[config.mk]
export PLATFORM = sky130hd
export DESIGN_NAME = spi_sclk_gen
export DESIGN_NICKNAME = d
export VERILOG_FILES = /design/src/rtl/spi_sclk_gen.sv
export SDC_FILE = /design/constraint.sdc
export NUM_CORES = 1
export LEC_CHECK = 0
export ABC_AREA = 1
export BUFFER_PORTS_ARGS = -buffer_cell sky130_fd_sc_hd__buf_2
export CAP_MARGIN = 20
export CELL_PAD_IN_SITES_DETAIL_PLACEMENT = 1
export CELL_PAD_IN_SITES_GLOBAL_PLACEMENT = 1
export CORE_MARGIN = 2
export CORE_UTILIZATION = 45
export DETAILED_ROUTE_END_ITERATION = 7
export GPL_ROUTABILITY_DRIVEN = 1
export PLACE_DENSITY = 0.86
export SLEW_MARGIN = 20
export SYNTH_ARGS = -nofsm -noshare
export SYNTH_HDL_FRONTEND = slang
export SYNTH_SLANG_ARGS = --single-unit
[constraint.sdc]
create_clock -name clk_i -period 3.86 [get_ports clk_i]
set_input_delay 0.193 -clock clk_i [delete_from_list [all_inputs] [get_ports clk_i]]
set_output_delay 0.193 -clock clk_i [all_outputs]
set_load 0.02 [all_outputs]
[src/rtl/spi_sclk_gen.sv]
// SPI master SCLK / chip-select generator with one-cycle rx/tx edge strobes.
// Sequence per transfer: LEAD (CS setup) -> XFER (2N SCLK edges) -> TRAIL (CS hold).
module spi_sclk_gen #(
    parameter int DIV_W = 8
) (
    input  logic             clk_i,
    input  logic             rst_i,
    input  logic             en_i,
    input  logic             start_i,
    input  logic [15:0]      bits_len_i,
    input  logic [DIV_W-1:0] clk_div_i,
    input  logic             cpol_i,
    input  logic             cpha_i,
    input  logic             hold_i,
    output logic             sclk_o,
    output logic             cs_n_o,
    output logic             rx_edge_o,
    output logic             tx_edge_o,
    output logic             busy_o,
    output logic             done_o
);

    localparam logic [1:0] S_IDLE  = 2'd0;
    localparam logic [1:0] S_LEAD  = 2'd1;
    localparam logic [1:0] S_XFER  = 2'd2;
    localparam logic [1:0] S_TRAIL = 2'd3;

    logic [1:0]       state;
    logic [DIV_W-1:0] div_cnt;
    logic [16:0]      edge_cnt;
    logic [15:0]      bits_q;
    logic [DIV_W-1:0] div_q;
    logic             cpol_q;
    logic             cpha_q;

    logic             tc;
    logic [16:0]      edge_nxt;
    logic             edge_lead;
    logic             edge_last;
    logic             rx_hit;
    logic             tx_hit;

    // Decode the edge about to happen: leading/trailing, last, and which strobe it owns.
    always_comb begin
        tc        = (div_cnt == div_q);
        edge_nxt  = edge_cnt + 17'd1;
        edge_lead = edge_nxt[0];
        edge_last = (edge_nxt == {bits_q, 1'b0});
        rx_hit    = cpha_q ? ~edge_lead : edge_lead;
        tx_hit    = cpha_q ? edge_lead : (~edge_lead & ~edge_last);
    end

    // Main sequencer: the LEAD terminal count doubles as SCLK edge 1, so edge k
    // lands at t0 + k*(D+1) and TRAIL ends at t0 + (2N+1)*(D+1).
    always_ff @(posedge clk_i) begin
        if (rst_i) begin
            state     <= S_IDLE;
            div_cnt   <= '0;
            edge_cnt  <= '0;
            bits_q    <= '0;
            div_q     <= '0;
            cpol_q    <= 1'b0;
            cpha_q    <= 1'b0;
            sclk_o    <= 1'b0;
            cs_n_o    <= 1'b1;
            rx_edge_o <= 1'b0;
            tx_edge_o <= 1'b0;
            busy_o    <= 1'b0;
            done_o    <= 1'b0;
        end else begin
            rx_edge_o <= 1'b0;
            tx_edge_o <= 1'b0;
            done_o    <= 1'b0;
            if (!en_i) begin
                // Abort: drop straight back to idle without a done pulse.
                state   <= S_IDLE;
                div_cnt <= '0;
                cs_n_o  <= 1'b1;
                busy_o  <= 1'b0;
                sclk_o  <= cpol_i;
            end else begin
                case (state)
                    S_IDLE: begin
                        sclk_o <= cpol_i;
                        if (start_i && bits_len_i != 16'd0) begin
                            state    <= S_LEAD;
                            div_cnt  <= '0;
                            edge_cnt <= '0;
                            bits_q   <= bits_len_i;
                            div_q    <= clk_div_i;
                            cpol_q   <= cpol_i;
                            cpha_q   <= cpha_i;
                            cs_n_o   <= 1'b0;
                            busy_o   <= 1'b1;
                        end
                    end
                    S_LEAD: begin
                        if (tc) begin
                            state     <= S_XFER;
                            div_cnt   <= '0;
                            edge_cnt  <= edge_nxt;
                            sclk_o    <= ~sclk_o;
                            rx_edge_o <= rx_hit;
                            tx_edge_o <= tx_hit;
                        end else begin
                            div_cnt <= div_cnt + 1'b1;
                        end
                    end
                    S_XFER: begin
                        if (!hold_i) begin
                            if (tc) begin
                                div_cnt   <= '0;
                                edge_cnt  <= edge_nxt;
                                sclk_o    <= ~sclk_o;
                                rx_edge_o <= rx_hit;
                                tx_edge_o <= tx_hit;
                                if (edge_last) state <= S_TRAIL;
                            end else begin
                                div_cnt <= div_cnt + 1'b1;
                            end
                        end
                    end
                    default: begin
                        if (tc) begin
                            state   <= S_IDLE;
                            div_cnt <= '0;
                            sclk_o  <= cpol_q;
                            cs_n_o  <= 1'b1;
                            busy_o  <= 1'b0;
                            done_o  <= 1'b1;
                        end else begin
                            div_cnt <= div_cnt + 1'b1;
                        end
                    end
                endcase
            end
        end
    end

endmodule
==> results of run 1 <==
-- worst reg2reg max path, cell delays in order (launching register included) --
cell	delay (ns)
dfxtp_1	0.36
inv_1	0.10
ha_1	0.59
nand2_1	0.13
o21ai_0	0.10
nand2_1	0.09
nor2_2	0.39
inv_2	0.30
o21ai_0	0.27
a21oi_1	0.06
-- where the power goes --
part           internal, mW  switching (mW)  leakage [nW]  total, mW
combinational         0.167           0.345          1.01      0.512
clock                 0.398           0.265         0.113      0.663
sequential            0.675          0.0599         0.482      0.735
total                  1.24           0.670          1.60       1.91
-- area by class of cell --
| class | count | area, um2 | area share [%] |
|---|---|---|---|
| Clock buffer | 12 | 155.1 | 4.001 |
| Clock inverter | 4 | 72.57 | 1.872 |
| Tap cell | 99 | 123.9 | 3.195 |
| Sequential cell | 59 | 1181 | 30.46 |
| Timing Repair Buffer | 38 | 195.2 | 5.034 |
| Multi-Input combinational cell | 374 | 1898 | 48.95 |
| Inverter | 67 | 251.5 | 6.486 |
-- registers in the layout, indices dropped and copies added (netlist names) --
signal     flops
div_cnt        8
div_q          8
cpol_q         1
cs_n_o         1
tx_edge_o      1
done_o         1
bits_q        16
busy_o         1
rx_edge_o      1
sclk_o         1
cpha_q         1
edge_cnt      17
state          2
-- final timing paths --
kind                                    end  slack, ns  cells past startpoint          from
worst min register to register       cpol_q       0.47                      2        cpol_q
worst min-delay path               div_q[3]       0.14                      3  clk_div_i[3]
worst max register to register  edge_cnt[8]       1.35                      9      state[0]
worst max-delay path            edge_cnt[8]       1.35                      9      state[0]
-- layer usage --
layer  GRT usage [%]  vias up
met5               0        -
met4           12.25        0
met3           4.398       31
met2           46.36       56
met1           31.20     1705
li1                -     1759
-- cell families after synthesis --
logic type | after synthesis
AOI/OAI and AO/OA | 115
xor gates and xnor gates | 7
adders and majority gates | 6
buffers and inverters | 82
DFF | 59
and+or+nand+nor | 246
-- cells in the mapped netlist, drive strengths merged --
| cell type | number |
|---|---|
| nand3b | 1 |
| dfxtp | 59 |
| a21boi | 1 |
| nor2 | 47 |
| or2 | 2 |
| nand3 | 46 |
| ha | 6 |
| xnor3 | 2 |
| buf | 6 |
| inv | 67 |
| nor4 | 4 |
| a21oi | 59 |
| o21bai | 1 |
| nand2 | 124 |
| nand4 | 11 |
| a211oi | 1 |
| xor2 | 4 |
| xnor2 | 1 |
| clkbuf | 9 |
| and2 | 3 |
| or3 | 1 |
| nor3b | 1 |
| nor3 | 6 |
| o211a | 1 |
| o21ai | 52 |
==> flow_summary.json, run 1 <==
{
  "outcome": "finished, final reports clean",
  "gr-total-overflow": 0,
  "hp-class": "in -> reg",
  "drv_slew": 0,
  "slew_headroom_pct": 32.48,
  "cts_resized": 0,
  "skew_ns": 0.007648,
  "vias": 3551,
  "core_area_um2": 7292,
  "setup_ws_ns": 1.351,
  "arrival_ns": 2.74,
  "ys_types": 40,
  "routedWlPerCell_um": 15.97,
  "die_w_um": 91.00,
  "ioPinCount": 37,
  "wl_met3_um": 321,
  "ys_seq_area_share_pct": 34.68,
  "track_usage_pct": 26.37,
  "cpLargestDelayFamily": "simple AND/OR/NAND/NOR gates",
  "syn_avg_cell_area_um2": 6.613,
  "post_synth_fa_ha_maj_area_fraction_pct": 2.204,
  "met2_length_mm": 5.164,
  "end_kind": "flip-flop",
  "drtIter0Drc": 104,
  "startpoint_type": "flip-flop",
  "fp.dieH_um": 91.00,
  "peakVddDrop_mv": 0.2905,
  "cpMaxStageDelayCell": "ha_1",
  "nNetsFinal": 586,
  "rsz0062_at_grt": "false",
  "slowest_delay_ns": 0.59,
  "start_util_pct": 46.71,
  "final_cells": 653,
  "worstMarginPinSlew_ns": 1.012,
  "port_buffers": 36,
  "nFillCells": 1036,
  "setup_tns_ns": 0,
  "gp_congestion": 0.8702,
  "syn-instance-count": 515,
  "area.growth.synth_to_final_pct": 13.85,
  "yosys.area.top_type": "dfxtp_1",
  "critical_path.cell_chain": "inv_1 > ha_1 > nand2_1 > o21ai_0 > nand2_1 > nor2_2 > inv_2 > o21ai_0 > a21oi_1",
  "synth_mux_area_share_pct": 0,
  "grt_pass1_vias": 3734,
  "wl_met1_mm": 4.610,
  "dp.cells": 637,
  "grt_pass1_wl_mm": 17.52,
  "cts_root_buffer": "clkbuf_8",
  "min_period_ns": 2.509,
  "ys_ff_latch": 59,
  "clk_latency_ns": 0.35,
  "hold_viol": 0,
  "die-area_um2": 8280,
  "syn_nets": 552,
  "diodes": 0,
  "clkSinkCount": 59,
  "cts_setup_buffers": 0,
  "fin_util_pct": 53.17,
  "hpwl_mm": 7.757,
  "yosys_warnings": 0,
  "critPathKind": "reg -> reg",
  "syn_area_um2": 3406,
  "drcViolationCount": 0,
  "leakagePower_nw": 1.603,
  "final_common_cell": "nand2_1",
  "place_ws_ns": 1.385,
  "most-common-layout-cells": "nand2_1 (117), inv_1 (64), dfxtp_1 (59), a21oi_1 (58), o21ai_0 (49)",
  "yosys.area_share.simple_pct": 33.17,
  "cts_hold_buf": 0,
  "layout-drive-gt1-share_pct": 14.44,
  "synth_top_family_by_area": "simple AND/OR/NAND/NOR gates",
  "avgViaCountPerCell": 5.438,
  "p_total_mw": 1.910,
  "dr.pass1.iters": 4,
  "fin_crit_sh_pct": 65.01,
  "synthDominantCellAreaShare_pct": 34.68,
  "rows": 31,
  "grt_antenna_before_repair": 0,
  "hold_slack_ns": 0.1371,
  "cap_violations": 0,
  "cp_data_required_time_ns": 4.09,
  "cp_max_fo": 24,
  "path_clk_slew_ns": 0.07,
  "drtAntennaViolNets": 0,
  "power.density_nw_per_um2": 492.7,
  "finalInstanceArea_um2": 3877,
  "grt_max_degree": 38,
  "h-tree-depth": 3,
  "dpl-instance-area_um2": 3650,
  "max-clock-path-buffers": 2,
  "dr.max_layer_used": "met4",
  "cts_tree": "done",
  "drt_wl_total_mm": 10.43,
  "synth-compound-area-share_pct": 17.60,
  "setup_viol": 0,
  "numCtsBuffers": 9,
  "synth.area.top_cells": "dfxtp_1 (35%), nand2_1 (13%), a21oi_1 (8.5%), o21ai_0 (7.2%), inv_1 (7.1%)",
  "synth_xor_area_share_pct": 2.755,
  "critPathBufInv": 2,
  "max_freq_ghz": 0.3985
}
No activity file was read; power rests on OpenSTA's default activity.
==> run 2: changes to the inputs <==
--- a/config.mk
+++ b/config.mk
@@ -11,10 +11,10 @@
 export CELL_PAD_IN_SITES_DETAIL_PLACEMENT = 1
 export CELL_PAD_IN_SITES_GLOBAL_PLACEMENT = 1
 export CORE_MARGIN = 2
-export CORE_UTILIZATION = 45
+export CORE_UTILIZATION = 38
 export DETAILED_ROUTE_END_ITERATION = 7
 export GPL_ROUTABILITY_DRIVEN = 1
-export PLACE_DENSITY = 0.86
+export PLACE_DENSITY = 0.78
 export SLEW_MARGIN = 20
 export SYNTH_ARGS = -nofsm -noshare
 export SYNTH_HDL_FRONTEND = slang
==> constraint.sdc (replaced) <==
create_clock -name clk_i -period 2.3 [get_ports clk_i]
set_input_delay 0.115 -clock clk_i [delete_from_list [all_inputs] [get_ports clk_i]]
set_output_delay 0.115 -clock clk_i [all_outputs]
set_load 0.02 [all_outputs]
==> run 2 against run 1 <==
- cell count rose by 2.9%
- die area rose by 18%
- global-route usage fell by 3.1 points
- via count rose by 0.28%
- critical path depth rose by 4
- clock-buffer cell count rose by 1
- total power rose by 65%
- sequential share of layout area fell by 0.74 points
- hold slack got worse by 0.084 ns
- register-to-register slack got worse by 1.2 ns
- critical path type unchanged
==> flow_summary.json, run 2 (synthesis results as in run 1) <==
{
  "gr-total-overflow": 0,
  "h-tree-depth": 3,
  "avgViaCountPerCell": 5.299,
  "max_freq_ghz": 0.4629,
  "cpLargestDelayFamily": "simple AND/OR/NAND/NOR gates",
  "min_period_ns": 2.160,
  "critical_path.cell_chain": "ha_2 > nand2_1 > nor2_4 > buf_4 > nand3_1 > xnor3_4 > nand2_2 > nor2_2 > nand3_1 > nand2_2 > nand3_1 > nand2_1 > nor2_1",
  "clk_latency_ns": 0.34,
  "vias": 3561,
  "leakagePower_nw": 1.654,
  "grt_pass1_vias": 3873,
  "cts_hold_buf": 0,
  "critPathBufInv": 1,
  "end_kind": "flip-flop",
  "path_clk_slew_ns": 0.07,
  "area.growth.synth_to_final_pct": 16.83,
  "drt_wl_total_mm": 10.50,
  "startpoint_type": "flip-flop",
  "cpMostUsedCell": "nand3_1",
  "fin_util_pct": 45.62,
  "outcome": "finished, final reports clean",
  "skew_ns": 0.01113,
  "cp_data_required_time_ns": 2.53,
  "setup_ws_ns": 0.1397,
  "drv_slew": 0,
  "cts_root_buffer": "clkbuf_8",
  "hold_slack_ns": 0.05332,
  "port_buffers": 36,
  "worstMarginPinSlew_ns": 0.4169,
  "drtIter0Drc": 124,
  "peakVddDrop_mv": 0.3373,
  "nFillCells": 1181,
  "clkSinkCount": 59,
  "cap_violations": 0,
  "fin_crit_sh_pct": 93.92,
  "reg.largest.list": "edge_cnt (17), bits_q (16)",
  "nNetsFinal": 597,
  "finalInstanceArea_um2": 3979,
  "cp_max_fo": 7,
  "regMostFlops": "edge_cnt",
  "die-area_um2": 9736,
  "critPathKind": "reg -> reg",
  "ioPinCount": 37,
  "core_area_um2": 8721,
  "slew_headroom_pct": 72.02,
  "most-common-layout-cells": "nand2_1 (116), inv_1 (64), a21oi_1 (58), dfxtp_1 (58), o21ai_0 (49)",
  "hp-class": "in -> reg",
  "power.density_nw_per_um2": 790.0,
  "fp.dieH_um": 98.67,
  "hpwl_mm": 8.205,
  "hold_viol": 0,
  "p_total_mw": 3.143,
  "dpl-instance-area_um2": 3761,
  "grt_antenna_before_repair": 0,
  "setup_viol": 0,
  "drcViolationCount": 0,
  "diodes": 0,
  "final_common_cell": "nand2_1",
  "grt_pass1_wl_mm": 18.17,
  "routedWlPerCell_um": 15.63,
  "largest_reg_flops": 17,
  "place_ws_ns": 0.2232,
  "cpMaxStageDelayCell": "dfxtp_2",
  "gp_congestion": 0.8636,
  "dr.pass1.iters": 4,
  "numCtsBuffers": 9,
  "slowest_delay_ns": 0.36,
  "arrival_ns": 2.39,
  "cts_tree": "done",
  "grt_max_degree": 47,
  "max-clock-path-buffers": 2,
  "track_usage_pct": 23.24,
  "die_w_um": 98.67,
  "rows": 34,
  "layout-drive-gt1-share_pct": 16.67,
  "drtAntennaViolNets": 0,
  "start_util_pct": 39.05
}
==> run 2: through the flow <==
| stage | cells | setup TNS, ns |
|---|---|---|
| finish | 672 | 0 |
| CTS | 671 | 0 |
| floorplan | 515 | 0 |
| global placement | 656 | 0 |
| global route | 672 | -0.005369 |
| detailed placement | 656 | 0 |
==> run 2: path summary, 6_finish.rpt <==
kind / start / to / slack [ns] / cells past startpoint
setup reg to reg: edge_cnt[1] / state[1] / 0.14 / 13
hold / removal: clk_div_i[0] / div_q[0] / 0.05 / 3
setup / recovery: edge_cnt[1] / state[1] / 0.14 / 13
hold reg to reg: cpol_q / cpol_q / 0.46 / 2
==> run 2: timing repair <==
action | in CTS | in global routing
resized for setup | 0 | 5
setup endpoints to repair | 0 | 3
setup buffers | 0 | 1
==> run 2: area by class of cell <==
type                            instances  area [um2]  area share [%]
Timing Repair Buffer                   49       302.8           7.610
Clock buffer                           13       158.9           3.994
Multi-Input combinational cell        374        1913           48.08
Tap cell                              108       135.1           3.396
Clock inverter                          2       35.03          0.8805
Sequential cell                        59        1182           29.72
Inverter                               67       251.5           6.321
==> run 2: tightest hold or removal path: cells and delay by family <==
family | cells | cell delay, ns
compound gates | 2 | 0.17
buf+inv | 1 | 0.07
==> run 2: layer usage <==
layer  global-route usage [%]  vias up  share of wire [%]
met5                        0        -                  0
met3                    3.262       19                2.6
li1                         -     1777                  -
met2                    43.22       58                 52
met4                    7.692        0                1.9
met1                    27.30     1707                 44
==> run 2: report_power, final <==
| part | switching (mW) | total (mW) | internal (mW) |
|---|---|---|---|
| Combinational | 0.608 | 0.950 | 0.342 |
| Clock | 0.413 | 0.967 | 0.553 |
| Sequential | 0.0935 | 1.23 | 1.13 |
==> run 3: changes to the inputs <==
--- a/config.mk
+++ b/config.mk
@@ -10,6 +10,7 @@
 export CAP_MARGIN = 20
 export CELL_PAD_IN_SITES_DETAIL_PLACEMENT = 1
 export CELL_PAD_IN_SITES_GLOBAL_PLACEMENT = 1
+export CORE_ASPECT_RATIO = 0.9
 export CORE_MARGIN = 2
 export CORE_UTILIZATION = 38
 export DETAILED_ROUTE_END_ITERATION = 7
==> constraint.sdc (replaced) <==
create_clock -name clk_i -period 2.3 [get_ports clk_i]
set_input_delay 0.23 -clock clk_i [delete_from_list [all_inputs] [get_ports clk_i]]
set_output_delay 0.23 -clock clk_i [all_outputs]
set_load 0.02 [all_outputs]
==> run 3 against run 2 <==
- first-iteration DRC count is 1.6% lower
- hold slack better by 0.10 ns
- worst setup slack worse by 0.0040 ns
- flip-flop and latch count stayed put
- clock skew decreased by 0.0022 ns
- critical path depth rose by 2
- highest routed layer unchanged
==> flow_summary.json, run 3 (synthesis results as in run 1) <==
{
  "arrival_ns": 2.41,
  "critPathKind": "reg -> reg",
  "drt_wl_total_mm": 10.74,
  "reg.largest.list": "edge_cnt (17), bits_q (16)",
  "grt_pass1_wl_mm": 17.64,
  "vias": 3556,
  "cp_data_required_time_ns": 2.54,
  "power.density_nw_per_um2": 793.9,
  "port_buffers": 36,
  "worstMarginPinSlew_ns": 0.5872,
  "cp_max_fo": 7,
  "wl_met1_mm": 5.366,
  "critPathBufInv": 1,
  "cts_hold_buf": 0,
  "min_period_ns": 2.164,
  "path_clk_slew_ns": 0.08,
  "drtIter0Drc": 122,
  "nNetsFinal": 595,
  "slew_headroom_pct": 60.49,
  "core_area_um2": 8648,
  "start_util_pct": 39.38,
  "end_kind": "flip-flop",
  "fin_crit_sh_pct": 94.10,
  "dp.cells": 665,
  "cpMostUsedCell": "nand2_1",
  "max-clock-path-buffers": 2,
  "max_freq_ghz": 0.4621,
  "startpoint_type": "flip-flop",
  "peakVddDrop_mv": 0.3094,
  "drtAntennaViolNets": 0,
  "cpMaxStageDelayCell": "dfxtp_2",
  "drv_slew": 0,
  "setup_viol": 0,
  "numCtsBuffers": 9,
  "regMostFlops": "edge_cnt",
  "dr.max_layer_used": "met4",
  "area.growth.synth_to_final_pct": 16.24,
  "outcome": "finished, final reports clean",
  "wl_met3_um": 355,
  "layout-drive-gt1-share_pct": 16.70,
  "leakagePower_nw": 1.637,
  "cap_violations": 0,
  "track_usage_pct": 22.76,
  "rows": 32,
  "drcViolationCount": 0,
  "avgViaCountPerCell": 5.214,
  "dr.pass1.iters": 4,
  "cpLargestDelayFamily": "simple AND/OR/NAND/NOR gates",
  "p_total_mw": 3.143,
  "largest_reg_flops": 17,
  "slowest_delay_ns": 0.37,
  "clkSinkCount": 59,
  "hold_viol": 0,
  "final_cells": 682,
  "hp-class": "in -> reg",
  "fin_util_pct": 45.78,
  "skew_ns": 0.008892,
  "ioPinCount": 37,
  "most-common-layout-cells": "nand2_1 (116), inv_1 (64), a21oi_1 (58), dfxtp_1 (58), o21ai_0 (49)",
  "diodes": 0,
  "grt_max_degree": 34,
  "met2_length_mm": 4.873,
  "fp.dieH_um": 93.81,
  "hpwl_mm": 7.965,
  "die_w_um": 103.8,
  "routedWlPerCell_um": 15.74,
  "gr-total-overflow": 0,
  "gp_congestion": 0.8580,
  "critical_path.cell_chain": "ha_1 > nand2_2 > nor2_4 > buf_4 > nand4_1 > nand2_1 > nand2_1 > nand2_1 > nand2_1 > nor2_1 > nand3_1 > nand2_2 > nand3_1 > nand2_1 > nor2_1",
  "cts_tree": "done",
  "grt_pass1_vias": 3603,
  "final_common_cell": "nand2_1",
  "grt_antenna_before_repair": 0,
  "clk_latency_ns": 0.35,
  "cts_root_buffer": "clkbuf_8",
  "h-tree-depth": 3,
  "die-area_um2": 9737
}
run 3: cell types whose count changed in the layout (fill, tap and decap cells not counted), sizes merged:
cell | previous run | this run
clkbuf | 13 | 9
clkinvlp | 0 | 2
clkinv | 1 | 4
buf | 49 | 47
run 3: timing repair:
item / 4_1_cts / 5_1_grt
gates resized for setup: 0 / 4
endpoints found under the setup margin: 0 / 3
setup buffers: 0 / 1
run 3: final cells by class:
type                    instances  area, um2
multi-input cells             374       1908
well taps                     119      148.9
fillers                      1204       4690
clock buffers                   9      123.9
clock inverters                 7      68.82
flip-flops and latches         59       1182
repair buffers                 47      275.3
inverters                      67      251.5
run 3: power by group:
group | total (mW) | internal [mW] | switching, mW
clock | 0.973 | 0.496 | 0.477
sequential | 1.23 | 1.13 | 0.0951
combinational | 0.942 | 0.328 | 0.613
total | 3.14 | 1.96 | 1.19
run 3: metrics by stage:
| step | cell area (um2) | TNS (ns) | hold WS, ns | worst slack, ns |
|---|---|---|---|---|
| detailed placement | 3747 | 0 | 0.4548 | 0.1151 |
| global placement | 3747 | 0 | 0.4467 | 0.2116 |
| global route | 3959 | -0.03742 | 0.1671 | -0.03742 |
| finish | 3959 | 0 | 0.1535 | 0.1357 |
| CTS | 3940 | 0 | 0.1483 | 0.1205 |
| floorplan | 3406 | 0 | 0.4065 | 0.4307 |
run 3: metal layers:
layer / GRT usage [%] / vias up
met5: 0 / -
met4: 5.293 / 0
met3: 4.924 / 15
met2: 38.74 / 67
met1: 29.70 / 1701
li1: - / 1773
run 3: tightest hold or removal path, stage by stage:
cell	delay [ns]
buf_2	0.07
o21ai_0	0.07
a21oi_1	0.10
run 3: final timing paths:
| path | from | end | slack [ns] | cells after the start |
|---|---|---|---|---|
| hold reg to reg | cpol_q | cpol_q | 0.47 | 2 |
| setup / recovery | edge_cnt[1] | state[1] | 0.14 | 15 |
| setup reg to reg | edge_cnt[1] | state[1] | 0.14 | 15 |
| hold / removal | clk_div_i[3] | div_q[3] | 0.15 | 3 |
